## src/rtl/imem_loader.sv

```systemverilog
// imem_loader: assembles big-endian words from a UART byte stream into instruction memory and holds the CPU in reset while loading
module imem_loader #(
  parameter int ISA_WIDTH      = 32,
  parameter int ADDR_WIDTH     = 14,
  parameter int TIMEOUT_CYCLES = 100000
) (
  input  logic                  clock,
  input  logic                  reset,
  input  logic                  start,
  input  logic [7:0]            rx_data,
  input  logic                  rx_valid,
  output logic                  imem_we,
  output logic [ADDR_WIDTH-1:0] imem_addr,
  output logic [ISA_WIDTH-1:0]  imem_wdata,
  output logic                  cpu_hold,
  output logic                  load_done,
  output logic [ADDR_WIDTH:0]   word_count,
  output logic                  error
);
  localparam int BPW = ISA_WIDTH / 8;
  localparam int BCW = $clog2(BPW + 1);
  localparam int TW  = $clog2(TIMEOUT_CYCLES + 1);
  localparam logic [BCW-1:0] LAST = BCW'(BPW - 1);
  localparam logic [TW-1:0]  TMAX = TW'(TIMEOUT_CYCLES - 1);
  typedef enum logic [1:0] {IDLE, LOAD, DONE} state_t;
  state_t                r_state;
  logic [BCW-1:0]        r_bcnt;
  logic [ISA_WIDTH-1:0]  r_asm;
  logic [ADDR_WIDTH:0]   r_issued;
  logic [TW-1:0]         r_tmo;
  logic                  r_we, r_hold, r_done, r_err;
  logic [ADDR_WIDTH-1:0] r_addr;
  logic [ISA_WIDTH-1:0]  r_wdata;
  logic [ADDR_WIDTH:0]   r_wcnt;
  logic                  w_full;
  logic [ISA_WIDTH-1:0]  w_word;
  assign w_full = r_issued[ADDR_WIDTH];
  assign w_word = {r_asm[ISA_WIDTH-9:0], rx_data};
  // r_issued counts words handed to memory; word_count follows one cycle later, after the write
  always_ff @(posedge clock) begin
    if (reset) begin
      r_state  <= IDLE;
      r_bcnt   <= '0;
      r_asm    <= '0;
      r_issued <= '0;
      r_tmo    <= '0;
      r_we     <= 1'b0;
      r_hold   <= 1'b0;
      r_done   <= 1'b0;
      r_err    <= 1'b0;
      r_addr   <= '0;
      r_wdata  <= '0;
      r_wcnt   <= '0;
    end else begin
      r_we   <= 1'b0;
      r_done <= 1'b0;
      if (r_we) r_wcnt <= r_wcnt + 1'b1;
      case (r_state)
        IDLE: if (start) begin
          r_state  <= LOAD;
          r_hold   <= 1'b1;
          r_wcnt   <= '0;
          r_err    <= 1'b0;
          r_issued <= '0;
          r_bcnt   <= '0;
          r_tmo    <= '0;
        end
        LOAD: if (rx_valid) begin
          r_tmo <= '0;
          if (w_full) r_err <= 1'b1;
          else begin
            r_asm  <= w_word;
            r_bcnt <= (r_bcnt == LAST) ? '0 : r_bcnt + 1'b1;
            if (r_bcnt == LAST) begin
              r_we     <= 1'b1;
              r_addr   <= r_issued[ADDR_WIDTH-1:0];
              r_wdata  <= w_word;
              r_issued <= r_issued + 1'b1;
            end
          end
        end else if (r_tmo == TMAX) begin
          r_state <= DONE;
          r_done  <= 1'b1;
          r_hold  <= 1'b0;
          if (r_bcnt != '0) r_err <= 1'b1;
        end else r_tmo <= r_tmo + 1'b1;
        default: r_state <= IDLE;
      endcase
    end
  end
  assign imem_we    = r_we;
  assign imem_addr  = r_addr;
  assign imem_wdata = r_wdata;
  assign cpu_hold   = r_hold;
  assign load_done  = r_done;
  assign word_count = r_wcnt;
  assign error      = r_err;
endmodule

```

## config.mk

```make
export PLATFORM = sky130hd
export DESIGN_NAME = imem_loader
export DESIGN_NICKNAME = d
export VERILOG_FILES = /design/src/rtl/imem_loader.sv
export SDC_FILE = /design/constraint.sdc
export NUM_CORES = 1
export LEC_CHECK = 0
export CORE_UTILIZATION = 40
export DETAILED_ROUTE_END_ITERATION = 16
export GPL_ROUTABILITY_DRIVEN = 0
export SLEW_MARGIN = 40
export SYNTH_ARGS = -nofsm -noshare
export SYNTH_HDL_FRONTEND = slang
export SYNTH_SLANG_ARGS = --single-unit
```

## constraint.sdc

```tcl
create_clock -name clock -period 2.6 [get_ports clock]
set_input_delay 0.52 -clock clock [delete_from_list [all_inputs] [get_ports clock]]
set_output_delay 0.52 -clock clock [all_outputs]
set_load 0.005 [all_outputs]
```

Word level (Yosys, flattened, before mapping)
Index checks and enable logic that the tools add are counted.

Bitwise operators: 3. Reduce and logical (&&, ||, !) cells: 14. Equality and inequality tests: 13. Add/sub/neg operators: 4. Muxes and demuxes: 33.

Operators with widths (number): $mux 15 (7); $mux 17 (3); $pmux 17 s2 (1); $add 15x1->15 const B (2); $pmux 15 s2 (1); $add 17x1->17 const B (1); $eq 17x17->1 const B (1); $mux 3 (4); $ne 2x2->1 const B (6); $ne 3x3->1 const B (4); $reduce_and 3->1 (4); $reduce_and 4->1 (3); $mux 1 (10); $reduce_and 5->1 (2); $mux 2 (3); $pmux 3 s2 (1); $pmux 1 s2 (2); $pmux 2 s2 (1); $reduce_or 4->1 (1); $add 3x1->3 const B (1); $eq 3x2->1 const B (1); $not 1->1 (3); $reduce_bool 3->1 (1); $reduce_or 3->1 (1); other kinds (3) (3).

Output and inout bits: 65. Word-level logic and storage cells: 80. Input bits: 12. Bits in registers: 126.

Logic depth before layout (Yosys ltp)
Gate-level depths: netlist (run 1).

Word-level depth: 5. Gate-level depth with buffers: 7. Mapped depth without buffers: 5.

Worst setup path before layout (run 1)
Ideal clock, no wire load.

Path kind: register -> register. Start point: reg r_tmo[12]. End point: reg r_tmo[0]. Buffers on the path: 0. Period minus slack after synthesis: 2051 ps. Arrival: 1928 ps. Cell stages (with the launch flop): 5. Setup slack: 549 ps. Data required time: 2477 ps. Library setup time: 123 ps. Path through: dfxtp_1 > or4b_1 > or4_4 > a21oi_2 > mux2_1.

Cells in the longest elaborated chain, start to end: 3.

RTL lines: start, declared (line 30) `logic [TW-1:0] r_tmo;`; start signal, assigned (line 86) `end else r_tmo <= r_tmo + 1'b1;`; $eq 17x17->1 (line 81) `end else if (r_tmo == TMAX) begin`; $ne 3x3->1 (no source line); $reduce_and 3->1 (no source line).

Every way passes these cells. A chain may end at the register's enable or synchronous reset.

Worst setup path after layout (run 1)
Start point: reg r_tmo[13]. End point: reg r_tmo[0].

The elaborated chain is that of the path after synthesis.

==> flow_summary.yaml, run 1 <==
place:
  numPortBuffers: 76
  placed_area_sq_um: 6010
  pre_cts_ws_ps: 179
  place_hpwl_microns: 8110
flow_run:
  maxCapViolCount: 0
drt:
  wire_per_inst_microns: 13.6
  highest_layer: "met4"
  drt-total-wl_microns: 11800
  drt-vias-per-instance: 5.15
  vias: 4478
  drtAntennaViolNets: 0
  drc: 0
  wl_met1_microns: 5370
  route.met3.wl_microns: 623
  drtPass1Iterations: 4
  route.met2.wl_microns: 5650
  drt_iter0_markers: 198
synth:
  ys_warn_count: 0
  synth_top_area_cell: "dfxtp_1"
  synth.avg_cell_area_sq_um: 8.18
  synthesis.instances: 618
  syn_nets: 635
  syn-cell-area_sq_um: 5060
  ys_seq_elements: 126
  synth_edf_count: 0
  ys_types: 51
  synthTopCellsByArea: "dfxtp_1 (50%), nand2_1 (11%), a21oi_1 (9.8%)"
  ys_seq_area_frac: 0.499
  ys_async_sr_fraction: 0
  synth_top_flop_cell: "dfxtp_1"
  yosysTopAreaCellShare: 0.499
timing:
  rsz0062_at_grt: "no"
  setup_viol: 0
  slew_viol_final: 0
  setup_tns_ps: 0
  clock_skew_ps: 5.58
  fmax_mhz: 444
  hold-worst-slack_ps: 444
  hold_viol: 0
  tightest_slew_ps: 689
  finalCriticalPeriod_ps: 2250
  slew_headroom: 0.537
  fin_ws_ps: 350
  fin_crit_sh: 0.865
clock_network:
  clk_pin_slew_ps: 60
  cts_tree: "built"
  post_cts_buffers: 0
  cts_buffers: 17
  cts_resized: 0
  root_buffer: "clkbuf_16"
  htreeDepth: 4
  cts_hold_buf: 0
  cts_sinks: 126
  cts_buffer_depth: 2
  clk_latency_ps: 420
global_routing:
  grt_max_degree: 45
  first_global_vias: 4256
  antenna_found_initial: 0
  grt_overflow_total: 0
  grt_util_all_layers: 0.194
  grt_pass1_wl_microns: 19900
layout:
  multiInputGateArea_sq_um: 2380
  fillerInstances: 1152
  n_antenna_cell: 0
  fin_area_sq_um: 6580
  final-seq-area_sq_um: 2520
  final_common_cell: "nand2_1"
  nNetsFinal: 706
  drive_gt1_frac: 0.0855
  mostFrequentLayoutCells: "nand2_1 (154), dfxtp_1 (126), a21oi_1 (99), clkdlybuf4s50_1 (75), nor2_1 (27)"
  postLayoutCoreUtil: 0.541
  area_growth_pct: 30.2
critical_path:
  cp_max_fo: 6
  endpoint_kind: "flip-flop"
  crit_required_ps: 2900
  crit_type: "flip-flop to flip-flop"
  critPathArrivalTime_ps: 2550
  start_kind: "flip-flop"
outcome:
  outcome: "finished, final reports clean"
hold_path:
  hp-class: "input port to flip-flop"
die:
  placementRows: 40
  placeableCoreArea_sq_um: 12200
  io-pin-count: 77
  fp.dieH_microns: 114
  dieWidth_microns: 114
  dieArea_sq_um: 13100
  start_util: 0.416
power:
  peakVddDrop_mv: 0.515
  leakagePower_nw: 2.11
  power.density_nw_per_um2: 662
worst max-delay path, stage by stage, from the launching register on:
cell and delay [ps]:
dfxtp_1 350, or4b_1 580, or4_4 590, a21oi_2 260
mux2_1 360
flip-flops by register name, indices dropped and copies added (netlist names):
name / cells
imem_wdata: 32
r_asm: 24
r_tmo: 17
r_issued: 15
word_count: 15
imem_addr: 14
r_bcnt: 3
r_state: 2
cpu_hold: 1
error: 1
imem_we: 1
load_done: 1
Yosys cell counts, drive strengths merged (2+ instances only):
cell type  count
a21oi        100
nand4         17
xnor2          6
nand3b         3
or4b           3
nand3         14
clkbuf        28
and3           2
and4           7
nand2b         5
or3           18
buf            9
xor2           9
or2            2
nand2        154
nor3b          2
nor4           2
and2           2
o31ai          5
a31oi          3
nor2          28
dfxtp        126
nor2b          3
nor3           6
mux2i          4
ha             5
or3b           3
inv            9
or4            7
o21ai         24
stage by stage:
stage / cells / total power, mW
floorplan: 618 / 2.10
CTS: 870 / 4.41
detailed placement: 838 / 2.16
global placement: 838 / 2.16
global route: 870 / 4.51
finish: 870 / 4.35
final timing paths:
check                                                  from                     endpoint  cells after the start  slack (ps)
worst max-delay path                 r_tmo[13]$_SDFFE_PP0P_        r_tmo[0]$_SDFFE_PP0P_                      4         350
worst max register to register       r_tmo[13]$_SDFFE_PP0P_        r_tmo[0]$_SDFFE_PP0P_                      4         350
worst min register to register  imem_wdata[20]$_SDFFE_PP0P_  imem_wdata[20]$_SDFFE_PP0P_                      2         450
worst min-delay path                                  reset      r_state[0]$_SDFFE_PP0P_                      2         440
power by group:
group	switching (mW)	total [mW]	internal, mW
sequential	0.0150	1.96	1.95
combinational	0.0983	0.161	0.0631
clock	0.871	2.23	1.36
cell families (layout without fill, tap and decap cells):
kind of cell               count (synthesis)  after routing  share of synthesized area
AOI/OAI and AO/OA                        138            138                      0.146
xor gates and xnor gates                  15             15                     0.0260
adders and majority gates                  5              5                     0.0124
buffers and inverters                     46            130                     0.0349
DFF                                      126            126                      0.499
muxes                                      5              5                     0.0101
and+or+nand+nor                          283            283                      0.272
per-layer routing:
| layer | up-vias | track usage |
|---|---|---|
| met4 | 0 | 0.0727 |
| met3 | 15 | 0.0704 |
| li1 | 2280 | - |
| met1 | 2112 | 0.229 |
| met5 | - | 0 |
| met2 | 71 | 0.323 |
cell type report:
type                            instances  share of cell area
Clock buffer                           19              0.0688
Clock inverter                         13              0.0177
Inverter                                9             0.00513
Multi-Input combinational cell        446               0.362
Sequential cell                       126               0.383
Tap cell                              168              0.0319
Timing Repair Buffer                   89               0.132
Note: power is estimated with default switching activity, not from simulation.
==> inputs of run 2 (changes only) <==
--- a/config.mk
+++ b/config.mk
@@ -5,7 +5,10 @@
 export SDC_FILE = /design/constraint.sdc
 export NUM_CORES = 1
 export LEC_CHECK = 0
+export ABC_AREA = 1
+export CAP_MARGIN = 20
 export CORE_UTILIZATION = 40
+export CTS_CLUSTER_DIAMETER = 150
 export DETAILED_ROUTE_END_ITERATION = 16
 export GPL_ROUTABILITY_DRIVEN = 0
 export SLEW_MARGIN = 40
==> run 2 against run 1 <==
Net effect:
- die area up 3.2%
- wire length up 7.9%
- clock power up 15%
- final cell count up 12%
- cell area up 3.4%
- clock skew down 0.84 ps
- sequential cell count unchanged
- power up 10%
- sequential power up 2%
- critical path depth down 3
- register-to-register slack better by 490 ps
- count of clock-buffer cells in the layout up 4
==> flow_summary.yaml, run 2 <==
outcome:
  outcome: "finished, final reports clean"
timing:
  clock_skew_ps: 4.74
  setup_viol: 0
  hold_viol: 0
  finalCriticalPeriod_ps: 1880
  tightest_slew_ps: 495
  hold-worst-slack_ps: 458
  fmax_mhz: 532
  slew_headroom: 0.669
  setup_tns_ps: 0
  rsz0062_at_grt: "no"
  fin_crit_sh: 0.723
  slew_viol_final: 0
synth:
  syn-cell-area_sq_um: 5220
  synthTopCellsByArea: "dfxtp_1 (48%), nand2_1 (12%), a21oi_1 (8.1%)"
  synth_edf_count: 0
  ys_types: 34
  ys_async_sr_fraction: 0
  synth.avg_cell_area_sq_um: 7.38
  yosys-top-cells-count: "nand2_1 (165), dfxtp_1 (126), nor2_1 (93), a21oi_1 (85), inv_1 (53)"
  yosysMostFrequentCell: "nand2_1"
  ys_warn_count: 0
  syn_nets: 724
  ys_seq_elements: 126
  ys_seq_area_frac: 0.483
  synth_top_flop_cell: "dfxtp_1"
  synthesis.instances: 707
  synth_top_area_cell: "dfxtp_1"
  yosysTopAreaCellShare: 0.483
hold_path:
  hp-class: "flip-flop to flip-flop"
flow_run:
  maxCapViolCount: 0
layout:
  final_common_cell: "nand2_1"
  mostFrequentLayoutCells: "nand2_1 (165), dfxtp_1 (126), nor2_1 (93), a21oi_1 (85), clkdlybuf4s50_1 (75)"
  area_growth_pct: 30.3
  finalNonFillerCells: 971
  multiInputGateArea_sq_um: 2350
  drive_gt1_frac: 0.0901
  n_antenna_cell: 0
  final-seq-area_sq_um: 2520
  fillerInstances: 1261
  largest_reg_flops: 32
  nNetsFinal: 803
  postLayoutCoreUtil: 0.537
power:
  peakVddDrop_mv: 0.474
  leakagePower_nw: 2.49
  totalPowerFinal_mw: 4.80
  power.density_nw_per_um2: 705
critical_path:
  cp_max_fo: 6
  start_kind: "flip-flop"
  endpoint_kind: "output port"
  critPathMaxStageDelay_ps: 530
  critPathArrivalTime_ps: 1360
  crit_slowest_cell: "clkdlybuf4s50_1"
  crit_required_ps: 2080
  crit_type: "flip-flop to output port"
  path_buf_inv: 1
  crit_family: "buffers and inverters"
  crit_chain: "clkdlybuf4s50_1"
die:
  dieWidth_microns: 116
  io-pin-count: 77
  start_util: 0.412
  placementRows: 41
  dieArea_sq_um: 13500
  placeableCoreArea_sq_um: 12700
  fp.dieH_microns: 116
clock_network:
  cts_sinks: 126
  cts_buffers: 17
  post_cts_buffers: 0
  clk_latency_ps: 420
  clk_pin_slew_ps: 60
  cts_hold_buf: 0
  cts_buffer_depth: 2
  htreeDepth: 4
  root_buffer: "clkbuf_16"
  cts_resized: 0
  cts_tree: "built"
place:
  numPortBuffers: 76
  place_inst: 939
  place_hpwl_microns: 8940
drt:
  drtPass1Iterations: 5
  drt_iter0_markers: 289
  wire_per_inst_microns: 13.1
  vias: 4732
  drt-total-wl_microns: 12700
  drc: 0
  drtAntennaViolNets: 0
  drt-vias-per-instance: 4.87
global_routing:
  antenna_found_initial: 0
  first_global_vias: 4506
  grt_max_degree: 39
  grt_pass1_wl_microns: 21500
  grt_overflow_total: 0
  grt_util_all_layers: 0.204
==> run 2: cell types whose count changed after synthesis, moves of 14 or more <==
cell,previous run,this run
clkbuf_1,27,13
o21ai_0,23,41
inv_1,9,53
a21oi_1,99,85
nand3_1,14,30
or3_1,17,0
nor2_1,28,93
==> run 2: per-stage QoR <==
| stage | cell area (sq um) | setup slack [ps] |
|---|---|---|
| 6_report | 6800 | 721 |
| 5_1_grt | 6800 | 661 |
| 4_1_cts | 6800 | 707 |
| 3_5_place_dp | 6160 | 375 |
| 3_3_place_gp | 6160 | 437 |
| 2_1_floorplan | 5220 | 1080 |
==> run 2: layout make-up <==
| cell class | instances | area share |
|---|---|---|
| sequential | 126 | 0.371 |
| multi-input combinational | 494 | 0.345 |
| timing repair buffer | 86 | 0.124 |
| clock buffer | 23 | 0.0717 |
| inverter | 61 | 0.0337 |
| tap | 172 | 0.0316 |
| clock inverter | 9 | 0.0230 |
==> run 2: metal layers <==
metal,track usage,routed length (microns),up-vias
li1,-,-,2456
met1,0.274,6280,2165
met2,0.311,5810,99
met3,0.0519,500,12
met4,0.0821,148,0
met5,0,0,-
==> run 2: cells by family (layout without fill, tap and decap cells) <==
group,Yosys count,after routing,share of synthesized area
XOR/XNOR,11,11,0.0185
adder cells (fa/ha/maj),5,5,0.0120
flip-flops,126,126,0.483
AND/OR/NAND/NOR,334,334,0.278
buffers and inverters,87,179,0.0666
AO/OA/AOI/OAI,144,144,0.142
==> run 2: final timing paths <==
kind                                             start                           to  slack, ps  cells after the start
worst max-delay path                imem_we$_SDFF_PP0_                      imem_we        720                      1
worst min register to register  r_asm[23]$_SDFFE_PP0P_  imem_wdata[31]$_SDFFE_PP0P_        460                      2
worst max register to register   r_tmo[1]$_SDFFE_PP0P_       r_tmo[10]$_SDFFE_PP0P_        840                      8
worst min-delay path            r_asm[23]$_SDFFE_PP0P_  imem_wdata[31]$_SDFFE_PP0P_        460                      2
==> run 2: report_power, final <==
part           switching, mW  internal [mW]
combinational          0.160         0.0782
clock                  0.857           1.71
sequential            0.0270           1.97
total                   1.04           3.75
